## src/rtl/uesprit_corr_serializer_if.sv

```systemverilog
// Valid/ready bundle between the unitary-ESPRIT correlation accumulator, the
// serializer and the readout/DoA stage.
interface uesprit_corr_serializer_if #(
    parameter int unsigned DIN_WIDTH  = 32,
    parameter int unsigned DROP_WIDTH = 16
);
    logic [DIN_WIDTH-1:0]  r11;
    logic [DIN_WIDTH-1:0]  r22;
    logic [DIN_WIDTH-1:0]  r12_re;
    logic [DIN_WIDTH-1:0]  r12_im;
    logic                  din_valid;
    logic [DIN_WIDTH-1:0]  dout;
    logic                  dout_valid;
    logic                  dout_ready;
    logic [2:0]            dout_idx;
    logic                  dout_last;
    logic [DROP_WIDTH-1:0] drop_cnt;
    logic                  busy;

    modport master (
        output r11, r22, r12_re, r12_im, din_valid, dout_ready,
        input  dout, dout_valid, dout_idx, dout_last, drop_cnt, busy
    );

    modport slave (
        input  r11, r22, r12_re, r12_im, din_valid, dout_ready,
        output dout, dout_valid, dout_idx, dout_last, drop_cnt, busy
    );
endinterface

```

## src/rtl/uesprit_corr_serializer.sv

```systemverilog
// Two-slot ping-pong capture of correlation snapshots, streamed one word per beat.
// Define UESPRIT_FRAME_CNT_EN to append a frame-counter word (5 words per snapshot).
module uesprit_corr_serializer #(
    parameter int unsigned DIN_WIDTH   = 32,
    parameter int unsigned DROP_WIDTH  = 16,
    parameter int unsigned FRAME_WIDTH = 32
) (
    input logic                     clk,
    input logic                     rst,
    uesprit_corr_serializer_if.slave bus
);

`ifdef UESPRIT_FRAME_CNT_EN
    localparam int unsigned NW = 5;
`else
    localparam int unsigned NW = 4;
`endif
    localparam logic [2:0] LastIdx = 3'(NW - 1);

    if (FRAME_WIDTH == 0) begin : g_frame_width_check
        $error("FRAME_WIDTH must be nonzero");
    end

    typedef enum logic {StIdle, StSend} state_e;

    state_e                state_q, state_d;
    logic [1:0]            full_q, full_d;
    logic                  rd_ptr_q, rd_ptr_d;
    logic [2:0]            idx_q, idx_d;
    logic [DROP_WIDTH-1:0] drop_q, drop_d;
    logic [DIN_WIDTH-1:0]  slot_q [2][NW];
    logic [DIN_WIDTH-1:0]  slot_d [2][NW];
    logic [DIN_WIDTH-1:0]  snap   [NW];

    logic       accept;
    logic       accept_last;
    logic [1:0] full_free;
    logic       capture;
    logic       wr_sel;
    logic [DIN_WIDTH-1:0] word;

`ifdef UESPRIT_FRAME_CNT_EN
    logic [FRAME_WIDTH-1:0] frame_q, frame_d;

    always_comb begin
        frame_d = frame_q;
        if (bus.din_valid) begin
            frame_d = frame_q + 1'b1;
        end
    end

    always_ff @(posedge clk or posedge rst) begin
        if (rst) begin
            frame_q <= '0;
        end else begin
            frame_q <= frame_d;
        end
    end
`endif

    always_comb begin
        snap[0] = bus.r11;
        snap[1] = bus.r22;
        snap[2] = bus.r12_re;
        snap[3] = bus.r12_im;
`ifdef UESPRIT_FRAME_CNT_EN
        snap[4] = DIN_WIDTH'(frame_q);
`endif
    end

    always_comb begin
        accept      = (state_q == StSend) && bus.dout_ready;
        accept_last = accept && (idx_q == LastIdx);

        // A slot released by this cycle's last-word accept is already usable for capture.
        full_free = full_q;
        if (accept_last) begin
            full_free[rd_ptr_q] = 1'b0;
        end
        capture = bus.din_valid && !(&full_free);
        wr_sel  = full_free[0];

        full_d = full_free;
        slot_d = slot_q;
        if (capture) begin
            full_d[wr_sel] = 1'b1;
            for (int i = 0; i < NW; i++) begin
                slot_d[wr_sel][i] = snap[i];
            end
        end

        // With one slot occupied it is the oldest; with both, keep the current reader.
        unique case (full_free)
            2'b01:   rd_ptr_d = 1'b0;
            2'b10:   rd_ptr_d = 1'b1;
            2'b11:   rd_ptr_d = rd_ptr_q;
            default: rd_ptr_d = 1'b0;
        endcase

        idx_d = idx_q;
        if (accept) begin
            idx_d = accept_last ? 3'd0 : idx_q + 3'd1;
        end

        drop_d = drop_q;
        if (bus.din_valid && !capture && (drop_q != '1)) begin
            drop_d = drop_q + 1'b1;
        end

        state_d = state_q;
        unique case (state_q)
            StIdle:  if (|full_d) state_d = StSend;
            StSend:  if (!(|full_d)) state_d = StIdle;
            default: state_d = StIdle;
        endcase
    end

    always_ff @(posedge clk or posedge rst) begin
        if (rst) begin
            state_q  <= StIdle;
            full_q   <= '0;
            rd_ptr_q <= 1'b0;
            idx_q    <= '0;
            drop_q   <= '0;
            for (int s = 0; s < 2; s++) begin
                for (int i = 0; i < NW; i++) begin
                    slot_q[s][i] <= '0;
                end
            end
        end else begin
            state_q  <= state_d;
            full_q   <= full_d;
            rd_ptr_q <= rd_ptr_d;
            idx_q    <= idx_d;
            drop_q   <= drop_d;
            slot_q   <= slot_d;
        end
    end

    always_comb begin
        word = '0;
        for (int i = 0; i < NW; i++) begin
            if (idx_q == 3'(i)) begin
                word = slot_q[rd_ptr_q][i];
            end
        end
    end

    assign bus.dout_valid = (state_q == StSend);
    assign bus.dout       = bus.dout_valid ? word : '0;
    assign bus.dout_idx   = idx_q;
    assign bus.dout_last  = bus.dout_valid && (idx_q == LastIdx);
    assign bus.drop_cnt   = drop_q;
    assign bus.busy       = |full_q;

endmodule

```

## src/flat_wrapper.sv

```systemverilog
// flat-port wrapper written by rule: the top's interface ports become plain ports
module uesprit_corr_serializer_flat 
#(
    parameter int unsigned DIN_WIDTH   = 32,
    parameter int unsigned DROP_WIDTH  = 16,
    parameter int unsigned FRAME_WIDTH = 32
)
  (clk, rst, bus_r11, bus_r22, bus_r12_re, bus_r12_im, bus_din_valid, bus_dout_ready, bus_dout, bus_dout_valid, bus_dout_idx, bus_dout_last, bus_drop_cnt, bus_busy);
  uesprit_corr_serializer_if #(.DIN_WIDTH(DIN_WIDTH), .DROP_WIDTH(DROP_WIDTH)) bus_i ();
  input logic clk;
  input logic rst;
  input wire logic [$bits(bus_i.r11)-1:0] bus_r11;
  input wire logic [$bits(bus_i.r22)-1:0] bus_r22;
  input wire logic [$bits(bus_i.r12_re)-1:0] bus_r12_re;
  input wire logic [$bits(bus_i.r12_im)-1:0] bus_r12_im;
  input wire logic [$bits(bus_i.din_valid)-1:0] bus_din_valid;
  input wire logic [$bits(bus_i.dout_ready)-1:0] bus_dout_ready;
  output wire logic [$bits(bus_i.dout)-1:0] bus_dout;
  output wire logic [$bits(bus_i.dout_valid)-1:0] bus_dout_valid;
  output wire logic [$bits(bus_i.dout_idx)-1:0] bus_dout_idx;
  output wire logic [$bits(bus_i.dout_last)-1:0] bus_dout_last;
  output wire logic [$bits(bus_i.drop_cnt)-1:0] bus_drop_cnt;
  output wire logic [$bits(bus_i.busy)-1:0] bus_busy;
  assign bus_i.r11 = bus_r11;
  assign bus_i.r22 = bus_r22;
  assign bus_i.r12_re = bus_r12_re;
  assign bus_i.r12_im = bus_r12_im;
  assign bus_i.din_valid = bus_din_valid;
  assign bus_i.dout_ready = bus_dout_ready;
  assign bus_dout = bus_i.dout;
  assign bus_dout_valid = bus_i.dout_valid;
  assign bus_dout_idx = bus_i.dout_idx;
  assign bus_dout_last = bus_i.dout_last;
  assign bus_drop_cnt = bus_i.drop_cnt;
  assign bus_busy = bus_i.busy;
  uesprit_corr_serializer #(.DIN_WIDTH(DIN_WIDTH), .DROP_WIDTH(DROP_WIDTH), .FRAME_WIDTH(FRAME_WIDTH)) u_core (.clk(clk), .rst(rst), .bus(bus_i));
endmodule
```

## config.mk

```make
export PLATFORM = sky130hd
export DESIGN_NAME = uesprit_corr_serializer_flat
export DESIGN_NICKNAME = d
export VERILOG_FILES = /design/src/rtl/uesprit_corr_serializer_if.sv /design/src/rtl/uesprit_corr_serializer.sv /design/src/flat_wrapper.sv
export SDC_FILE = /design/constraint.sdc
export NUM_CORES = 1
export LEC_CHECK = 0
export ABC_AREA = 1
export ABC_CLOCK_PERIOD_IN_PS = 10500
export BUFFER_PORTS_ARGS = -buffer_cell sky130_fd_sc_hd__buf_2
export CORE_UTILIZATION = 43
export DETAILED_ROUTE_END_ITERATION = 12
export GPL_TIMING_DRIVEN = 0
export PLACE_DENSITY_LB_ADDON = 0.12
export SLEW_MARGIN = 20
export SYNTH_ARGS = -nofsm -noshare
export SYNTH_HDL_FRONTEND = slang
export SYNTH_SLANG_ARGS = --single-unit
```

## constraint.sdc

```tcl
create_clock -name clk -period 10.5 [get_ports clk]
set_input_delay 2.1 -clock clk [delete_from_list [all_inputs] [get_ports clk]]
set_output_delay 2.1 -clock clk [all_outputs]
set_load 0.1 [all_outputs]
```

# [Word level (Yosys, flattened, before mapping)]
# Index checks and enable logic that the tools add are counted.
# Widths: inputs -> output; s select.
[op_classes] add_sub_neg=2 magnitude_cmp=7 n_eq_ne=6 mux=29 bitwise_logic=5 reduce_logical=15
[op_table] cell="$bwmux 256" count=4
[op_table] cell="$demux 128 s1" count=4
[op_table] cell="$mux 128" count=4
[op_table] cell="$mux 32" count=6
[op_table] cell="$mux 96" count=1
[op_table] cell="$mux 64" count=1
[op_table] cell="$add 16x1->16 const B" count=1
[op_table] cell="$ne 16x16->1 const B" count=1
[op_table] cell="$logic_and 1x1->1" count=9
[op_table] cell="$eq 3x2->1 const B" count=2
[op_table] cell="$eq 2x2->1 const B" count=2
[op_table] cell="$ge 2x2->1 const B" count=2
[op_table] cell="$lt 1x2->1 const B" count=2
[op_table] cell="$mux 2" count=2
[op_table] cell="$not 1->2" count=2
[op_table] cell="$reduce_or 2->1" count=2
[op_table] cell="$add 3x1->3 const B" count=1
[op_table] cell="$eq 3x1->1 const B" count=1
[op_table] cell="$logic_not 3->1" count=1
[op_table] cell="$mux 1" count=3
[op_table] cell="$mux 3" count=1
[op_table] cell="$and 2x2->2" count=1
[op_table] cell="$demux 1 s1" count=2
[op_table] cell="$ge 1x1->1 const B" count=2
[op_table] cell="6 further kinds" count=7
[totals] ff_bits=279 input_bits=132 output_inout_bits=54

# [Depth between registers and ports, before layout]
# Gate-level depths: netlist (run 1).
[logic_depth] word_depth=16 depth_mapped=11 ltp_nobuf=9

# [Worst setup path after synthesis (run 1)]
# OpenSTA, ideal clock, no wires.
[synth_path] kind="register -> output" from="register u_core.idx_q[1], in the netlist u_core.bus.dout_idx[1]" to="output bus_dout[0]" arrival_ns=3.458 slack_ns=4.942 stages_incl_launch_ff=11 path_buffers=1 cell_sequence="dfrtp_1 inv_1 ha_1 nand2_1 inv_1 nor2_1 buf_2 nand2_1 nand3_1 nand2_1 a21oi_1"
[synth_via] elab_chain_cells=6 elab_cells_between_ends=9 cone_classes="3 x eq/ne; 5 x mux; 1 x reduce/logical"
[synth_rtl] item="start: declaration" line="uesprit_corr_serializer.sv:29" source="logic [2:0] idx_q, idx_d;"
[synth_rtl] item="start signal: assignment" line="uesprit_corr_serializer.sv:134" source="idx_q <= idx_d;"
[synth_rtl] item="$logic_not 3->1" line="uesprit_corr_serializer.sv:143" source="if (idx_q == 3'(i)) begin"
[synth_rtl] item="$mux 32 (3 in a row)" line="uesprit_corr_serializer.sv:143"
[synth_rtl] item="$mux 32 *" line="uesprit_corr_serializer.sv:143"
[synth_rtl] item="$mux 32 *" line="uesprit_corr_serializer.sv:150" source="assign bus.dout = bus.dout_valid ? word : '0;"
[synth_rtl] item="end: declaration" line="flat_wrapper.sv:18" source="output wire logic [$bits(bus_i.dout)-1:0] bus_dout;"
# Mark *: on every way between the ends. The rest lies on a longest branch, timed or not.

# [Worst setup path in the final report (run 1)]
[layout_path] from="register u_core.rd_ptr_q" to="output bus_dout[7]"
[layout_via] elab_chain_cells=9
[layout_rtl] item="start: declaration" line="uesprit_corr_serializer.sv:28" source="logic rd_ptr_q, rd_ptr_d;"
[layout_rtl] item="start signal: assignment" line="uesprit_corr_serializer.sv:133" source="rd_ptr_q <= rd_ptr_d;"
[layout_rtl] item="$not 1->2 (implied by the code) *" line="uesprit_corr_serializer.sv:144" source="word = slot_q[rd_ptr_q][i];"
[layout_rtl] item="$mux 128 (implied by the code) * (3 in a row)" line="uesprit_corr_serializer.sv:144"
[layout_rtl] item="$mux 32 (3 in a row)" line="uesprit_corr_serializer.sv:143"
[layout_rtl] item="$mux 32 *" line="uesprit_corr_serializer.sv:143"
[layout_rtl] item="$mux 32 *" line="uesprit_corr_serializer.sv:150"
# Mark *: on every way between the ends. The rest lies on a longest branch, timed or not. The select of a mux whose other input is x is not followed.

==> key figures, run 1 <==
Logic synthesis
  – Synth top area share: 49.9%
  – Top cells by area, synth: dfrtp_1 50%, nand2_1 21%, o21ai_2 7.5%, nand3_1 4.4%, inv_1 4.0%
  – Distinct cells, synth: 28
  – Number of synthesized flops with an enable pin: 0
  – Post-synth top flop: dfrtp_1
  – Sequential area share after synthesis: 49.9%
  – Synthesized flop and latch total: 279
  – Syn Inst Count: 1776
  – Yosys warning count: 0
  – Mapped cell area: 14000 um^2
  – Post-synth top area cell: dfrtp_1
  – Mean post-synth cell area: 7.88 um^2
  – Ys async rst share: 100%
  – Mapped Nets: 1913

Route
  – DRC Markers: 0
  – Number of routed nets with antenna violations: 0
  – DR WL/cell: 17.8 um
  – Via Count: 12500
  – DRT Pass-1 Iters: 5
  – Average via count per standard cell: 5.07
  – Drt initial violations: 1092
  – DRT Wirelength: 43.8 mm

Clock network
  – # resized after CTS: 0
  – TritonCTS clock tree: yes
  – H-tree depth: 2
  – CTS hold repair buffers: 0
  – Clock root buffer: clkbuf_16
  – Total setup buffers inserted after CTS: 0
  – Clock buffer count from CTS: 34
  – Worst skew pair latency: 0.52 ns
  – CTS sink cnt: 279
  – CTS Buffer Depth: 3
  – Worst-path clk slew: 0.06 ns

Finish
  – Area Overhead vs Synth: 19.0%
  – Nets@finish: 2137
  – Area of the multi-input gates: 5800 um^2
  – Commonest non-fill, non-tap cell in the layout: nand2_1
  – Register area: 6980 um^2
  – Share of layout cells above drive strength 1: 22.1%
  – # fillers: 3211
  – Most frequent cells in the layout: 772 x nand2_1, 279 x dfrtp_1, 228 x buf_2
  – Post-Layout Cell Count: 2459

Global routing
  – Largest net degree at the start of global routing: 102
  – First-pass GRT wire length: 68.0 mm
  – All-Layer GR Usage: 26.8%
  – Initial antenna violation count: 1
  – Vias in the first global route: 12200
  – GRT overflow: 0

Min path
  – WHS Path Cells: 2
  – Hold WC Path Type: reg -> reg

Place
  – HPWL Detailed: 31.7 mm
  – Post-Place Cells: 2399
  – Setup WS pre-CTS: 5.87 ns
  – RePlAce Congestion: 0.985
  – Port Buffers: 185

Floorplan
  – Die height: 182 um
  – IO Pins: 186
  – Core Region: 31800 um^2
  – Starting density of the core: 44.0%
  – Die area: 33300 um^2
  – FP Rows: 65
  – Die X: 182 um

STA
  – WHS: 0.480 ns
  – Fmax: 0.188 GHz
  – Final Hold Fails: 0
  – Crit path time final: 5.33 ns
  – Setup slack after layout: 5.17 ns
  – Rel. slew slack: 61.1%
  – RSZ-0062 raised after global routing: false
  – Post-Route Skew: 0.0155 ns
  – Slew at the pin closest to its max-slew limit: 0.583 ns
  – Sum Neg Setup Slack: 0 ns
  – Max-slew violation count: 0
  – Final period utilization: 50.7%
  – Final setup vio count: 0

Setup path
  – Req. time, crit path: 8.40 ns
  – Crit path max fanout: 10
  – Path depth of the worst reg2reg path: 10
  – Kind of end point of the critical path: output pin
  – Critical setup path kind: reg -> out
  – CP Launch Type: register
  – Critical path arrival: 3.23 ns

Pwr
  – Worst vdd ir: 0.698 mV
  – Power Density: 364 nW/um^2
  – Leak Pwr: 8.89 nW
  – Switch share: 51.1%
  – Flop pwr share: 29.9%
  – Clk pwr share: 19.1%
  – Internal power: 0.00296 W
  – NetSw: 0.00309 W
  – Combinational group share of total power: 51.0%

Outcome
  – Outcome: finished clean

Run
  – Max Cap Viol: 0
[path summary, 6_finish.rpt]
path	startpoint	slack, ns	endpoint
min	u_core.slot_q[67]	0.48	u_core.slot_q[67]
min in group asynchronous	rst	1.58	u_core.slot_q[216]
max	u_core.rd_ptr_q	5.17	bus_dout[7]
max in group asynchronous	rst	8.08	u_core.slot_q[105]
min reg2reg	u_core.slot_q[67]	0.48	u_core.slot_q[67]
max reg2reg	u_core.bus.dout_idx[0]	8.37	u_core.slot_q[226]
[cell families after synthesis]
logic type	synth area share [%]
and+or+nand+nor	27.0
adders and majority gates	0.447
AOI/OAI and AO/OA	13.7
DFF	49.9
buffers and inverters	8.65
xor gates and xnor gates	0.376
[state kept, by name, summed over array words and instances, names as in the netlist]
name / flops
u_core.full_q: 2
u_core.bus.dout_idx: 3
u_core.slot_q: 256
u_core.bus.dout_valid: 1
u_core.rd_ptr_q: 1
u_core.bus.drop_cnt: 16
[metrics by stage]
| stage | area [um^2] | utilization, % | total power, W |
|---|---|---|---|
| global placement | 15500 | 48.6 | 0.00483 |
| floorplan | 14000 | - | 0.00409 |
| global route | 16600 | 52.4 | 0.00640 |
| CTS | 16600 | 52.3 | 0.00605 |
| finish | 16600 | 52.4 | 0.00605 |
| detailed placement | 15600 | 48.9 | 0.00488 |
[cells in the mapped netlist, types with 4 or more instances]
cell type  count
o21ai_2      120
o21ai_1       85
nor2_1        15
buf_6         24
ha_1           5
o21ai_0       54
nand3_1      123
nand2_2        5
buf_1          7
nand4_1        5
inv_1        148
nand2_1      772
buf_2         43
nor2_4         4
a21oi_1       33
dfrtp_1      279
clkbuf_1      34
[routing by layer]
metal | global-route usage [%] | wire length (um) | vias up
li1 | - | - | 6045
met1 | 35.3 | 18700 | 5939
met2 | 42.5 | 20000 | 398
met3 | 6.11 | 3240 | 92
met4 | 10.6 | 1670 | 2
met5 | 2.52 | 113 | -
[critical path, stage by stage, from the launching register on]
cell	delay [ns]
dfrtp_1	0.40
inv_1	0.16
buf_2	0.35
clkbuf_1	0.43
nand2_1	0.09
nand2_1	0.11
nand2_1	0.06
nand3_1	0.24
nand2_1	0.10
a21oi_1	0.27
buf_2	0.49
[area by class of cell]
class / count / area share, %
Antenna cell: 1 / 0.0150
Sequential cell: 279 / 41.9
Inverter: 150 / 3.43
Timing Repair Buffer: 188 / 6.06
Buffer: 109 / 3.89
Clock inverter: 7 / 0.233
Tap cell: 435 / 3.27
Clock buffer: 52 / 6.32
Multi-Input combinational cell: 1238 / 34.9
[power groups by stage]
stage	Sequential, W	Clock [W]	Combinational, W
detailed placement	0.00181	0	0.00307
global route	0.00186	0.00121	0.00332
global placement	0.00181	0	0.00303
finish	0.00181	0.00115	0.00309
CTS	0.00180	0.00117	0.00307
floorplan	0.00185	0	0.00224
No activity file was read; power rests on OpenSTA's default activity.
==> inputs of run 2 (changes only) <==
--- a/config.mk
+++ b/config.mk
@@ -5,8 +5,8 @@
 export SDC_FILE = /design/constraint.sdc
 export NUM_CORES = 1
 export LEC_CHECK = 0
-export ABC_AREA = 1
-export ABC_CLOCK_PERIOD_IN_PS = 10500
+export ABC_AREA = 0
+export ABC_CLOCK_PERIOD_IN_PS = 4900
 export BUFFER_PORTS_ARGS = -buffer_cell sky130_fd_sc_hd__buf_2
 export CORE_UTILIZATION = 43
 export DETAILED_ROUTE_END_ITERATION = 12
==> constraint.sdc (replaced) <==
create_clock -name clk -period 4.9 [get_ports clk]
set_input_delay 0.98 -clock clk [delete_from_list [all_inputs] [get_ports clk]]
set_output_delay 0.98 -clock clk [all_outputs]
set_load 0.1 [all_outputs]
==> run 2 against run 1 <==
Global-route usage down 5.1 points. Highest routed layer unchanged. Design area shrank 5.3%. Hold slack gained 0.0022 ns.
==> key figures, run 2 <==
Min path
  – Hold WC Path Type: in -> async

STA
  – Final Hold Fails: 0 (unchanged)
  – RSZ-0062 raised after global routing: false
  – Crit path time final: 4.37 ns
  – Final period utilization: 89.1%
  – Slew at the pin closest to its max-slew limit: 0.670 ns (+0.0871 ns)
  – Final setup vio count: 0 (unchanged)
  – Rel. slew slack: 54.9% (-6.3 points)
  – Fmax: 0.229 GHz
  – WHS: 0.482 ns (+0.00217 ns)
  – Max-slew violation count: 0 (unchanged)
  – Post-Route Skew: 0.00609 ns (-0.00938 ns)

Finish
  – Reg with most FFs: u_core.slot_q
  – Commonest non-fill, non-tap cell in the layout: mux2_2
  – # fillers: 2655 (-17%)
  – Final Cell Area: 15800 um^2 (-5.3%)
  – Most frequent cells in the layout: 322 x mux2_2, 279 x dfrtp_1, 194 x buf_2
  – Register area: 6980 um^2 (unchanged)
  – Fin util: 52.9% (+0.55 points)
  – Max FFs per register: 256 (unchanged)
  – Area of the multi-input gates: 5590 um^2 (-3.7%)
  – Share of layout cells above drive strength 1: 52.5% (+30 points)
  – Area Overhead vs Synth: 20.6%
  – Nets@finish: 1309 (-39%)

Route
  – Average via count per standard cell: 5.34 (+5.2%)
  – DRT Pass-1 Iters: 4 (-1)
  – Drt initial violations: 331 (-70%)
  – DR WL/cell: 20.7 um (+16%)
  – DRC Markers: 0 (unchanged)
  – Via Count: 8483 (-32%)
  – DRT Wirelength: 32.9 mm (-25%)
  – Number of routed nets with antenna violations: 0 (unchanged)

Setup path
  – Worst flop-to-flop path startpoint: u_core.bus.dout_idx[1]
  – CP Cell Sequence: inv_1 -> ha_1 -> nand2_1 -> clkbuf_1 -> o21ai_0 -> a21oi_1 -> buf_2
  – Critical setup path kind: reg -> out
  – Kind of end point of the critical path: output pin
  – CP max stage cell: clkbuf_1
  – Critical path arrival: 3.39 ns (+0.16 ns)
  – Path depth of the worst reg2reg path: 8 (-2)
  – CP Launch Type: register
  – Req. time, crit path: 3.92 ns (-4.48 ns)
  – Worst R2R End: u_core.slot_q[51]
  – Crit path max fanout: 10 (unchanged)
  – Crit path largest cell delay: 0.53 ns (+0.04 ns)
  – Flop-to-flop setup slack: 2.75 ns (-5.62 ns)

Logic synthesis
  – Top cells by area, synth: dfrtp_1 53%, mux2_2 28%, mux2i_1 4.9%, o21ai_0 2.5%, o221ai_1 2.1%
  – Number of synthesized flops with an enable pin: 0 (unchanged)
  – Mapped Nets: 1081 (-43%)
  – Synth top area share: 53.4% (+3.5 points)
  – Mapped cell area: 13100 um^2 (-6.6%)
  – Distinct cells, synth: 37 (+32%)
  – Sequential area share after synthesis: 53.4% (+3.5 points)
  – Syn Inst Count: 944 (-47%)
  – Ys async rst share: 100% (unchanged)
  – Synthesized flop and latch total: 279 (unchanged)
  – Mean post-synth cell area: 13.8 um^2 (+76%)
  – Most common cell in the synthesized netlist: mux2_2
  – Post-synth top flop: dfrtp_1
  – Yosys warning count: 0 (unchanged)
  – Top cells by count, synth: 322 x mux2_2, 279 x dfrtp_1, 65 x o21ai_0
  – Post-synth top area cell: dfrtp_1

Clock network
  – CTS Buffer Depth: 3 (unchanged)
  – Total setup buffers inserted after CTS: 0 (unchanged)
  – Worst-path clk slew: 0.06 ns (about the same)
  – Clock buffer count from CTS: 31 (-8.8%)
  – CTS sink cnt: 279 (unchanged)
  – H-tree depth: 1 (-1)
  – TritonCTS clock tree: yes
  – # resized after CTS: 0 (unchanged)
  – CTS hold repair buffers: 0 (unchanged)
  – Clock root buffer: clkbuf_16
  – Worst skew pair latency: 0.56 ns (+0.04 ns)

Global routing
  – Vias in the first global route: 8829 (-28%)
  – First-pass GRT wire length: 51.5 mm (-24%)
  – All-Layer GR Usage: 21.7% (-5.1 points)
  – GRT overflow: 0 (unchanged)
  – Largest net degree at the start of global routing: 31 (-70%)
  – Initial antenna violation count: 6 (+5)

Floorplan
  – Die height: 176 um (-3.3%)
  – Die X: 176 um (-3.3%)
  – Core Region: 29800 um^2 (-6.3%)
  – Starting density of the core: 43.9% (-0.15 points)
  – IO Pins: 186 (unchanged)
  – FP Rows: 63 (-3.1%)
  – Die area: 31100 um^2 (-6.5%)

Outcome
  – Outcome: finished clean

Place
  – Port Buffers: 185 (unchanged)
  – HPWL Detailed: 24.5 mm (-23%)
  – Placed instance area: 14700 um^2 (-5.5%)
  – RePlAce Congestion: 0.789 (-20%)

Run
  – Max Cap Viol: 0 (unchanged)
run 2: area by class of cell:
class                      count  share of cell area [%]
clock buffer                  49                    6.24
antenna                        2                  0.0318
inverter                       5                   0.143
timing repair buffer         195                    7.24
clock inverter                 9                   0.468
tap                          390                    3.10
sequential                   279                    44.3
multi-input combinational    594                    35.4
buffer                        66                    3.05
run 2: worst max-delay path, delay by kind of cell (launching register included):
family                   cells  cell delay, ns
buffers and inverters        3            1.11
AO/OA/AOI/OAI                2            0.74
flip-flops                   1            0.39
AND/OR/NAND/NOR              1            0.39
adder cells (fa/ha/maj)      1            0.20
run 2: metrics by stage:
stage / setup slack, ns / TNS [ns] / std cells
after floorplan: 0.227 / 0 / 944
after global placement: -1.72 / -470.93 / 1519
after detailed placement: 1.13 / 0 / 1529
after CTS: 0.529 / 0 / 1587
after global routing: 0.341 / 0 / 1588
final: 0.533 / 0 / 1589
run 2: kinds of logic (layout without fill, tap and decap cells):
family                     count (synthesis)  in the layout  share of synthesized area, %
muxes                                    386            386                          32.7
DFF                                      279            279                          53.4
AOI/OAI and AO/OA                        138            138                          6.48
buffers and inverters                     71            324                          3.82
and+or+nand+nor                           50             50                          2.14
xor gates and xnor gates                  15             15                          1.01
adders and majority gates                  5              5                         0.479
other                                      0              2                             0
run 2: layer usage:
metal / vias to the layer above / track usage, % / part of all wire, %
met5: - / 0 / 0.16
met4: 8 / 5.07 / 1.9
met3: 51 / 4.26 / 6.0
met2: 183 / 33.6 / 45
met1: 4309 / 31.3 / 47
li1: 3932 / - / -
run 2: how the worst max path moves through the flow:
stage | from | end | slack (ns)
floorplan | rst | u_core.bus.dout_idx[0] | 0.23
global placement | rst | u_core.bus.drop_cnt[6] | -1.72
detailed placement | u_core.bus.dout_idx[0] | bus_dout[4] | 1.13
CTS | u_core.bus.dout_idx[0] | bus_dout[4] | 0.53
global route | u_core.bus.dout_idx[0] | bus_dout[4] | 0.34
finish | u_core.bus.dout_idx[0] | bus_dout[7] | 0.53
Power of run 2 is left out: the tool's default activity adds up to more than one toggle a clock period on the data nets, which glitch-free logic cannot reach.
==> inputs of run 3 (changes only) <==
--- a/config.mk
+++ b/config.mk
@@ -8,6 +8,8 @@
 export ABC_AREA = 0
 export ABC_CLOCK_PERIOD_IN_PS = 4900
 export BUFFER_PORTS_ARGS = -buffer_cell sky130_fd_sc_hd__buf_2
+export CELL_PAD_IN_SITES_DETAIL_PLACEMENT = 1
+export CELL_PAD_IN_SITES_GLOBAL_PLACEMENT = 1
 export CORE_UTILIZATION = 43
 export DETAILED_ROUTE_END_ITERATION = 12
 export GPL_TIMING_DRIVEN = 0
==> run 3 against run 2 <==
Critical path type unchanged. Wire length increased by 8.0%. Sequential cell count unchanged. Global-route usage increased by 2.1 points. Register-to-register slack got worse by 0.04 ns. Clock-buffer cell count increased by 2. Core utilization increased by 0.12 points. Sequential share of layout area decreased by 0.10 points. Via count increased by 1.9%. Worst setup slack improved by 0.22 ns. Maximum frequency increased by 5.3%. Design area increased by 0.23%. Non-clock buffer count decreased by 1.
==> key figures, run 3 (synthesis results as in run 2) <==
Outcome
  – Outcome: finished clean

Floorplan
  – IO Pins: 186 (unchanged)
  – FP Rows: 63 (unchanged)
  – Core Region: 29800 um^2 (unchanged)
  – Starting density of the core: 43.9% (unchanged)
  – Die X: 176 um (unchanged)
  – Die height: 176 um (unchanged)
  – Die area: 31100 um^2 (unchanged)

Route
  – DRC Markers: 0 (unchanged)
  – Drt initial violations: 354 (+6.9%)
  – Via Count: 8641 (+1.9%)
  – DRT Pass-1 Iters: 4 (unchanged)
  – DRT Wirelength: 35.6 mm (+8.0%)
  – Number of routed nets with antenna violations: 0 (unchanged)
  – Average via count per standard cell: 5.44 (+2.0%)
  – DR WL/cell: 22.4 um (+8.1%)

STA
  – Crit path time final: 4.15 ns (-0.221 ns)
  – Final period utilization: 84.6% (-4.5 points)
  – Sum Neg Setup Slack: 0 ns (unchanged)
  – Rel. slew slack: 50.8% (-4.1 points)
  – Final Hold Fails: 0 (unchanged)
  – Max-slew violation count: 0 (unchanged)
  – Final setup vio count: 0 (unchanged)
  – Setup slack after layout: 0.754 ns (+0.221 ns)
  – Slew at the pin closest to its max-slew limit: 0.739 ns (+0.0687 ns)
  – Fmax: 0.241 GHz (+5.3%)
  – RSZ-0062 raised after global routing: false
  – Post-Route Skew: 0.0188 ns (+0.0127 ns)

Setup path
  – Worst flop-to-flop path startpoint: u_core.bus.dout_idx[0]
  – Worst R2R End: u_core.slot_q[124]
  – CP Launch Type: register
  – Critical path arrival: 3.17 ns (-0.22 ns)
  – CP endpoint: bus_dout[13]
  – Req. time, crit path: 3.92 ns (about the same)
  – Crit path max fanout: 10 (unchanged)
  – Kind of end point of the critical path: output pin
  – Start point of the critical path: u_core.bus.dout_idx[0]
  – Path depth of the worst reg2reg path: 8 (unchanged)
  – Critical setup path kind: reg -> out
  – Flop-to-flop setup slack: 2.71 ns (-0.04 ns)

Pwr
  – Power Density: 814 nW/um^2
  – Switch share: 44.5%
  – Overall Power: 0.0129 W
  – Internal power: 0.00714 W
  – Combinational group share of total power: 49.7%
  – NetSw: 0.00572 W
  – Flop pwr share: 30.7%
  – Leak Pwr: 7.38 nW
  – Clk pwr share: 19.6%
  – Worst vdd ir: 0.921 mV

Finish
  – Fin util: 53.0% (+0.12 points)
  – Max FFs per register: 256 (unchanged)
  – Area Overhead vs Synth: 20.9%
  – Share of layout cells above drive strength 1: 52.4% (-0.12 points)
  – Nets@finish: 1311 (+0.15%)
  – Reg with most FFs: u_core.slot_q
  – Most frequent cells in the layout: 322 x mux2_2, 279 x dfrtp_1, 194 x buf_2
  – # fillers: 3022 (+14%)
  – Final Cell Area: 15800 um^2 (+0.23%)
  – Commonest non-fill, non-tap cell in the layout: mux2_2

Place
  – Setup WS pre-CTS: 1.27 ns (+0.136 ns)
  – RePlAce Congestion: 0.764 (-3.2%)
  – HPWL Detailed: 25.7 mm (+4.9%)
  – Port Buffers: 185 (unchanged)
  – Placed instance area: 14700 um^2 (-0.24%)

Clock network
  – Clock root buffer: clkbuf_16
  – TritonCTS clock tree: yes
  – Total setup buffers inserted after CTS: 0 (unchanged)
  – Worst skew pair latency: 0.51 ns (-0.05 ns)
  – Worst-path clk slew: 0.06 ns (about the same)
  – H-tree depth: 2 (+1)
  – CTS Buffer Depth: 3 (unchanged)
  – Clock buffer count from CTS: 34 (+9.7%)
  – CTS sink cnt: 279 (unchanged)
  – # resized after CTS: 0 (unchanged)
  – CTS hold repair buffers: 0 (unchanged)

Global routing
  – Initial antenna violation count: 2 (-4)
  – First-pass GRT wire length: 56.0 mm (+8.7%)
  – Largest net degree at the start of global routing: 34 (+9.7%)
  – Vias in the first global route: 9600 (+8.7%)
  – All-Layer GR Usage: 23.8% (+2.1 points)
  – GRT overflow: 0 (unchanged)

Min path
  – Hold WC Path Type: reg -> reg

Run
  – Max Cap Viol: 0 (unchanged)
-- run 3: cell types whose count changed in the layout (fill, tap and decap cells not counted) --
| cell | change |
|---|---|
| clkbuf_16 | +6 |
| clkbuf_8 | -5 |
| buf_16 | -2 |
| clkinv_2 | -2 |
| buf_12 | +1 |
| clkbuf_1 | +1 |
| clkinvlp_4 | +1 |
| diode_2 | -1 |
| inv_6 | -1 |
-- run 3: power by group through the flow --
stage / combinational (W) / sequential (W) / clock (W)
after floorplan: 0.00491 / 0.00404 / 0
after global placement: 0.00633 / 0.00392 / 0
after detailed placement: 0.00644 / 0.00398 / 0
after CTS: 0.00647 / 0.00395 / 0.00259
after global routing: 0.00677 / 0.00410 / 0.00267
final: 0.00639 / 0.00395 / 0.00252
-- run 3: worst max-delay path, stage by stage, from the launching register on --
cell and delay [ns]:
dfrtp_1 0.43, inv_1 0.11, ha_1 0.21, nand2_1 0.32, clkbuf_1 0.57, o221ai_1 0.27
o21ai_0 0.22, a21oi_1 0.18, buf_2 0.34
-- run 3: cell type report --
class / count / area [um^2] / share of cell area (%)
flip-flops and latches: 279 / 6980 / 44.2
clock inverters: 7 / 62.6 / 0.396
plain buffers: 66 / 480 / 3.04
inverters: 5 / 22.5 / 0.143
repair buffers: 194 / 1110 / 7.00
diodes: 1 / 2.50 / 0.0158
multi-input cells: 594 / 5590 / 35.4
clock buffers: 51 / 1070 / 6.76
well taps: 390 / 488 / 3.09
-- run 3: layer usage --
metal | GRT usage, % | up-vias | wire length [um]
met5 | 0 | - | 11
met4 | 6.63 | 2 | 810
met3 | 3.75 | 48 | 1500
met2 | 40.6 | 191 | 17700
met1 | 31.2 | 4471 | 15500
li1 | - | 3929 | -
-- run 3: through the flow --
stage	hold slack (ns)	cells
6_report	0.493	1587
5_1_grt	0.513	1587
4_1_cts	0.498	1586
3_5_place_dp	0.488	1528
3_3_place_gp	0.482	1519
2_1_floorplan	0.474	944
-- run 3: worst min path at each step --
stage | from | end | slack, ns | depth (start not counted)
after floorplan | u_core.slot_q[23] | u_core.slot_q[23] | 0.47 | 1
after global placement | u_core.slot_q[46] | u_core.slot_q[46] | 0.48 | 1
after detailed placement | u_core.slot_q[48] | u_core.slot_q[48] | 0.49 | 1
after CTS | u_core.bus.drop_cnt[6] | u_core.bus.drop_cnt[6] | 0.50 | 1
after global routing | u_core.bus.drop_cnt[6] | u_core.bus.drop_cnt[6] | 0.51 | 1
final | u_core.bus.drop_cnt[6] | u_core.bus.drop_cnt[6] | 0.49 | 1
